<file path="src/rtl/mux_sweep_pkg.sv">
// Shared types and constants for the mux sweep driver: FSM states and the
// code/hold widths used by the top and its hold counter.
package mux_sweep_pkg;

  localparam int CODE_W    = 3;
  localparam int NUM_CODES = 8;
  localparam int HOLD_W    = 8;

  typedef enum logic [1:0] {
    IDLE  = 2'd0,
    DRIVE = 2'd1,
    DONE  = 2'd2
  } state_t;

  function automatic logic is_last_code(input logic [CODE_W-1:0] code);
    return code == CODE_W'(NUM_CODES - 1);
  endfunction

endpackage

</file>
<file path="src/rtl/mux_sweep_driver_hold_counter.sv">
// Hold-window counter: counts cycles a code has been driven and flags the
// cycle in which the window closes (count == HOLD_CYCLES-1).
module sweep_hold_counter
  import mux_sweep_pkg::*;
#(
  parameter int unsigned HOLD_CYCLES = 4
) (
  input  logic clk,
  input  logic rst_n,
  input  logic clear,
  input  logic en,
  output logic terminal
);

  localparam logic [HOLD_W-1:0] HOLD_LAST = HOLD_W'(HOLD_CYCLES - 1);

  logic [HOLD_W-1:0] count_q;

  // NOTE: sequential state is written with non-blocking assignments only, so
  // every flop samples the pre-edge values of its neighbours.
  always_ff @(posedge clk or negedge rst_n) begin
    if (!rst_n) begin
      count_q <= '0;
    end else if (clear) begin
      count_q <= '0;
    end else if (en) begin
      count_q <= count_q + 1'b1;
    end
  end

  assign terminal = (count_q == HOLD_LAST);

endmodule

</file>
<file path="src/rtl/mux_sweep_driver.sv">
// Sweeps {a,b,c} through all 8 codes, holding each for HOLD_CYCLES cycles,
// and captures the mux block's f output at the end of each window.
module mux_sweep_driver
  import mux_sweep_pkg::*;
#(
  parameter int unsigned HOLD_CYCLES = 4
) (
  input  logic       clk,
  input  logic       rst_n,
  input  logic       start,
  input  logic       abort,
  input  logic       f_in,
  output logic       a_out,
  output logic       b_out,
  output logic       c_out,
  output logic       busy,
  output logic       done,
  output logic       table_valid,
  output logic [7:0] truth_table
);

  state_t            state_q, state_d;
  logic [CODE_W-1:0] code_q;
  logic              hold_term;
  logic              start_ok;
  logic              step;

  assign start_ok = (state_q == IDLE)  && start && !abort;
  assign step     = (state_q == DRIVE) && hold_term && !abort;

  // Counter is held at zero outside DRIVE, so every sweep starts a fresh window.
  sweep_hold_counter #(
    .HOLD_CYCLES(HOLD_CYCLES)
  ) u_hold (
    .clk      (clk),
    .rst_n    (rst_n),
    .clear    ((state_q != DRIVE) || hold_term),
    .en       (state_q == DRIVE),
    .terminal (hold_term)
  );

  always_ff @(posedge clk or negedge rst_n) begin
    if (!rst_n) begin
      state_q <= IDLE;
    end else begin
      state_q <= state_d;
    end
  end

  // NOTE: next-state is assigned a default before any branch so the
  // combinational process can never infer a latch.
  always_comb begin
    state_d = state_q;
    unique case (state_q)
      IDLE:    if (start_ok) state_d = DRIVE;
      DRIVE:   if (abort) state_d = IDLE;
               else if (step && is_last_code(code_q)) state_d = DONE;
      DONE:    state_d = IDLE;
      default: state_d = IDLE;
    endcase
  end

  always_comb begin
    busy = 1'b0;
    done = 1'b0;
    unique case (state_q)
      DRIVE:   busy = 1'b1;
      DONE:    done = 1'b1;
      default: ;
    endcase
  end

  // Abort freezes the code and keeps partial captures; only validity drops.
  always_ff @(posedge clk or negedge rst_n) begin
    if (!rst_n) begin
      code_q      <= '0;
      truth_table <= '0;
      table_valid <= 1'b0;
    end else if (start_ok) begin
      code_q      <= '0;
      truth_table <= '0;
      table_valid <= 1'b0;
    end else if (abort) begin
      table_valid <= 1'b0;
    end else begin
      if (step) begin
        truth_table[code_q] <= f_in;
        if (!is_last_code(code_q)) code_q <= code_q + 1'b1;
      end
      if (state_q == DONE) table_valid <= 1'b1;
    end
  end

  assign {a_out, b_out, c_out} = code_q;

endmodule

</file>
<file path="config.mk">
export PLATFORM = sky130hd
export DESIGN_NAME = mux_sweep_driver
export DESIGN_NICKNAME = d
export VERILOG_FILES = /design/src/rtl/mux_sweep_pkg.sv /design/src/rtl/mux_sweep_driver_hold_counter.sv /design/src/rtl/mux_sweep_driver.sv
export SDC_FILE = /design/constraint.sdc
export NUM_CORES = 1
export LEC_CHECK = 0
export ABC_AREA = 1
export CORE_MARGIN = 5
export CORE_UTILIZATION = 49
export CTS_BUF_LIST = sky130_fd_sc_hd__clkbuf_8
export CTS_CLUSTER_SIZE = 20
export DETAILED_ROUTE_END_ITERATION = 8
export MAX_ROUTING_LAYER = met4
export PLACE_DENSITY = 0.82
export SYNTH_ARGS = -nofsm -noshare
export SYNTH_HDL_FRONTEND = slang
export SYNTH_SLANG_ARGS = --single-unit
</file>
<file path="constraint.sdc">
create_clock -name clk -period 1.3 [get_ports clk]
set_input_delay 0.195 -clock clk [delete_from_list [all_inputs] [get_ports clk]]
set_output_delay 0.195 -clock clk [all_outputs]
set_load 0.005 [all_outputs]
</file>
**Word-level counts from Yosys, hierarchy flattened**

Index checks and enable logic that the tools add are counted.

- $add $sub $neg: 2
- $lt $le $gt $ge: 2
- Eq/ne operators: 9
- Multiplexer cells: 21
- Reductions and logical operators: 15

Operator list:

| kind | count |
|---|---|
| $mux 8 | 5 |
| $mux 3 | 4 |
| $add 8x1->8 const B | 1 |
| $bwmux 8 | 1 |
| $eq 8x2->1 const B | 1 |
| $logic_and 1x1->1 | 6 |
| $mux 1 | 6 |
| $mux 2 | 3 |
| $lt 3x4->1 const B | 1 |
| $ne 2x1->1 const B | 2 |
| $ne 2x2->1 const B | 2 |
| $pmux 2 s2 | 1 |
| $reduce_and 2->1 | 2 |
| $reduce_bool 2->1 | 2 |
| $add 3x1->3 const B | 1 |
| $demux 1 s3 | 1 |
| $eq 3x3->1 const B | 1 |
| $ge 3x1->1 const B | 1 |
| $ne 3x3->1 const B | 1 |
| $reduce_and 3->1 | 1 |
| $reduce_bool 3->1 | 1 |
| $eq 2x1->1 const B | 1 |
| $eq 2x2->1 const B | 1 |
| $logic_not 2->1 | 1 |
| other kinds (2) | 2 |

- Register bits after elaboration: 22
- Bits of input ports: 5
- Output and inout bits: 14
- Word-level logic and storage cells: 54

**Depth between registers and ports, before layout**

- Depth after elaboration: 8
- Gate-level depth with buffers: 8

**Cells and area by module**

A second synthesis with hierarchy kept.

- Cell total of the unflattened synthesis: 166
- Area total of the unflattened synthesis: 1270.0 µm²

Modules (own cells, without submodules):

| module | instances | cells each | area each (µm²) | seq. area each (µm²) |
|---|---|---|---|---|
| mux_sweep_driver | 1 | 106 | 807.0 | 350.3 |
| sweep_hold_counter | 1 | 60 | 462.9 | 200.2 |

**Worst setup path before layout**

Ideal clock, no wire load.

- Kind: register to register
- Start: register code_q[1]
- End: register code_q[2]
- Setup time: 0.117 ns
- Data arrival time: 1.121 ns
- Required time: 1.183 ns
- Path slack: 0.062 ns
- Stages on the path, launching flop included: 7
- Buffers on the path: 0
- Period minus slack after synthesis: 1.238 ns
- Cell sequence: dfrtp_1 > ha_1 > ha_1 > nand2_1 > inv_1 > nand3_1 > nand2_1

- Word-level cells in the longest chain between the ends: 5
- Elaborated cells on any way between the ends: 8
- Classes of those cells: 1 x add/sub; 2 x eq/ne; 4 x mux; 1 x reduce/logical

Ends and longest elaborated chain:

| what | RTL line | text |
|---|---|---|
| start: declaration | mux_sweep_driver.sv:23 | `logic [CODE_W-1:0] code_q;` |
| start signal: assignment | mux_sweep_driver.sv:88 | `if (!is_last_code(code_q)) code_q <= code_q + 1'b1;` |
| $add 3x1->3 | mux_sweep_driver.sv:88 |  |
| $mux 3 | mux_sweep_driver.sv:88 |  |
| $mux 3 | mux_sweep_driver.sv:86 | `if (step) begin` |
| $mux 3 | mux_sweep_driver.sv:83 | `end else if (abort) begin` |
| $mux 3 | mux_sweep_driver.sv:79 | `end else if (start_ok) begin` |

Parallel ways exist; a longest one is shown, timed or not. The select of a mux whose other input is x is not followed.
A chain may end at the register's enable or synchronous reset.

**Final worst setup path**

- Start: register u_hold.count_q[3]
- End: register truth_table[0]

- Word-level cells in the longest chain between the ends: 5

Ends and longest elaborated chain:

| what | RTL line | text |
|---|---|---|
| start: declaration | mux_sweep_driver_hold_counter.sv:17 | `logic [HOLD_W-1:0] count_q;` |
| start signal: assignment | mux_sweep_driver_hold_counter.sv:27 | `count_q <= count_q + 1'b1;` |
| $eq 8x2->1 | mux_sweep_driver_hold_counter.sv:31 | `assign terminal = (count_q == HOLD_LAST);` |
| $logic_and 1x1->1 (2 in a row) | mux_sweep_driver.sv:29 | `assign step = (state_q == DRIVE) && hold_term && !abort;` |
| $reduce_bool 2->1 (no source line) | n/a |  |
| $reduce_and 2->1 (no source line) | n/a |  |
| end signal: indexed assignment | mux_sweep_driver.sv:87 | `truth_table[code_q] <= f_in;` |
| end: declaration | mux_sweep_driver.sv:19 | `output logic [7:0] truth_table` |

Every way passes these cells.

==> results.py <==
metrics = {
    "global_routing": {
        "grt_pass1_wl_um": 4730,
        "grt_max_degree": 23,
        "grt_pass1_vias": 1141,
        "grt_usage_pct": 18.2,
        "busiest_layer": "met2",
        "gr-usage-met1_pct": 20.7,
        "use_met3_pct": 2.83,
        "antenna_found_initial": 0,
        "grt_use_met2_pct": 31.2,
        "grt_overflow": 0,
    },
    "setup_path": {
        "critPathArrivalTime_ps": 1620,
        "r2r_end": "truth_table[0]",
        "crit_required_ps": 1500,
        "worstRegToRegCells": 8,
        "rrSetupSlack_ps": -120,
        "cpMaxStageDelayCell": "dfrtp_1",
        "crit_type": "flip-flop to flip-flop",
        "crit_fanout": 5,
        "endpoint_kind": "flip-flop",
        "startpoint_type": "flip-flop",
        "startpoint": "u_hold.count_q[3]",
        "crit_path_max_incr_delay_ps": 430,
        "reg2reg_from": "u_hold.count_q[3]",
        "crit_path_cell_trace": "nor2_2, nand2_2, nor2_4, buf_4, nand3_1, nand2_1, nand2_1, nor2_1",
        "cp_common_cell": "nand2_1",
        "worstSetupEndpoint": "truth_table[0]",
    },
    "timing": {
        "setup_slack_ps": -120,
        "hold_viol": 0,
        "period_minus_slack_ps": 1420,
        "relSlewSlack_pct": 77.7,
        "skew_ps": 1.56,
        "finalCritPeriodShare_pct": 109,
        "finalMaxSlewViolations": 0,
        "setup_viol": 8,
        "worst_pin_slew_ps": 334,
        "fmax_mhz": 704,
        "grt_setup_unrepaired": "yes",
    },
    "clock_tree": {
        "root_buffer": "clkbuf_8",
        "ctsLongestPathBuffers": 2,
        "insertion_delay_ps": 260,
        "cts_tree": "yes",
        "numCtsBuffers": 3,
        "htree_levels": 1,
        "cts_sinks": 22,
        "clkTransAtPathRegs_ps": 80,
        "cts_hold_buf": 0,
    },
    "finish": {
        "drive_gt1_share_pct": 40.3,
        "areaGrowthSynthToFinish_pct": 55.8,
        "fin_area_sq_mm": 0.00186,
        "multi_input_area_sq_um": 727,
        "n_antenna_cell": 0,
        "nFillCells": 145,
        "layout.nets": 221,
        "layout.area.seq_sq_um": 553,
        "stdcell_count": 241,
        "utilization_pct": 77.3,
    },
    "placement": {
        "dpl.cell_count": 223,
        "dpl-instance-area_sq_mm": 0.00149,
        "dp_hpwl_um": 1820,
        "preCtsSetupSlack_ps": -213,
        "gp_congestion": 0.869,
        "port_buffers": 18,
    },
    "logic_synthesis": {
        "synth_area_sq_mm": 0.00120,
        "ys_types": 19,
        "synth.top_cell.area_share_pct": 46.0,
        "netlist_top_cells_area": "dfrtp_1 (46%), nand2_1 (14%), nor2_1 (11%)",
        "synth_xor_area_share_pct": 0,
        "ys_seq_area_share_pct": 46.0,
        "syn_avg_cell_area_sq_um": 7.21,
        "synthFlopType": "dfrtp_1",
        "ys_warn_count": 0,
        "yosys.area_share.simple_pct": 36.1,
        "synth_fa_ha_area_share_pct": 3.14,
        "synthMuxAreaShare_pct": 0,
        "yosysMostFrequentCell": "nand2_1",
        "synth-compound-area-share_pct": 4.08,
        "synth_seq_cells": 22,
        "syn_nets": 174,
        "yosysTopAreaCell": "dfrtp_1",
        "synth_common_cells": "nand2_1 (44), nor2_1 (35), inv_1 (24)",
        "synth_top_family_by_area": "simple AND/OR/NAND/NOR gates",
        "async_flop_share_pct": 100,
        "synth-edff-count": 0,
        "syn_inst": 166,
    },
    "floorplanning": {
        "fp.dieW_um": 59.4,
        "core_sq_mm": 0.00241,
        "io_pins": 19,
        "num_rows": 18,
        "die_y_um": 59.4,
        "dieArea_sq_mm": 0.00353,
        "initial_core_util_pct": 49.6,
    },
    "status": {
        "violations": "negative setup slack",
        "status": "complete, but fails checks",
    },
    "hold_path": {
        "hold_class": "input port to asynchronous set/reset pin",
    },
    "power": {
        "p_leak_nw": 0.969,
        "ir_drop_v": 0.000969,
        "power_w": 0.00168,
        "power_density_mw_per_mm2": 900,
    },
    "detailed_routing": {
        "vias": 1311,
        "wl_per_cell_um": 16.2,
        "first_pass_iters": 4,
        "vias_per_cell": 5.44,
        "ant_nets": 0,
        "routed_wl_um": 3910,
        "drc": 0,
        "drt_iter0_drc": 52,
    },
    "job": {
        "drv_cap": 0,
    },
}
-- stage by stage --
step,TNS (ps),hold slack (ps)
after floorplan,0,-101
after global routing,-1290,311
after detailed placement,-2170,525
final,-338,274
after global placement,-1740,512
after CTS,-59.1,290
-- registers in the layout, summed over array words and instances (netlist names) --
signal and cells:
u_hold.count_q 8, truth_table 8, state_q 2, code_q 3, table_valid 1
-- metal layers --
layer	vias to the layer above	routed length, um
li1	601	-
met4	0	78
met5	-	0
met1	640	1520
met3	11	233
met2	59	2080
-- worst max-delay path: cells and delay by family (launching register included) --
| kind | cells | cell delay [ps] |
|---|---|---|
| buf+inv | 1 | 160 |
| flops | 1 | 430 |
| simple gates | 7 | 760 |
-- how the worst min path moves through the flow --
stage	startpoint	to	slack, ps
floorplan	rst_n	code_q[0]	-100
detailed placement	u_hold.count_q[0]	u_hold.count_q[0]	530
CTS	rst_n	u_hold.count_q[1]	290
global route	rst_n	u_hold.count_q[1]	310
global placement	u_hold.count_q[0]	u_hold.count_q[0]	510
finish	rst_n	u_hold.count_q[1]	270
-- what timing repair did --
item / 4_1_cts / 5_1_grt
endpoints found under the setup margin: 21 / 23
setup buffers: 7 / 8
pin swaps: 1 / 19
gates resized for setup: 18 / 68
gates cloned: 0 / 1
-- power by group --
| part | internal (W) | leakage [nW] | switching [W] |
|---|---|---|---|
| logic | 0.000226 | 0.647 | 0.000273 |
| clock network | 0.000207 | 0.0216 | 0.000227 |
| registers | 0.000716 | 0.301 | 0.0000275 |
| total | 0.00115 | 0.969 | 0.000527 |
-- layout by cell type, fill, tap and decap left out, drive strengths merged --
cell type / netlist / final
dfrtp: 22 / 22
a31o: 1 / 1
dlygate4sd2: 0 / 11
inv: 25 / 24
nand2: 44 / 44
o21ai: 3 / 3
nand3: 13 / 13
nor2: 37 / 37
o21bai: 1 / 1
a21boi: 1 / 1
nand4: 2 / 2
nor3: 6 / 6
dlymetal6s2s: 0 / 1
ha: 3 / 3
clkbuf: 0 / 5
clkinvlp: 0 / 1
clkdlybuf4s50: 0 / 4
nor3b: 2 / 2
buf: 4 / 28
a21oi: 2 / 2
-- logic make-up after synthesis --
logic type,after synthesis
buffers and inverters,29
and+or+nand+nor,104
adders and majority gates,3
DFF,22
AOI/OAI and AO/OA,8
-- layout make-up --
cell class,count,share of cell area (%)
Inverter,25,5.37
Clock buffer,3,2.22
Tap cell,30,2.01
Sequential cell,22,29.7
Multi-Input combinational cell,115,39.0
Timing Repair Buffer,46,21.7
Note: power is estimated with default switching activity, not from simulation.
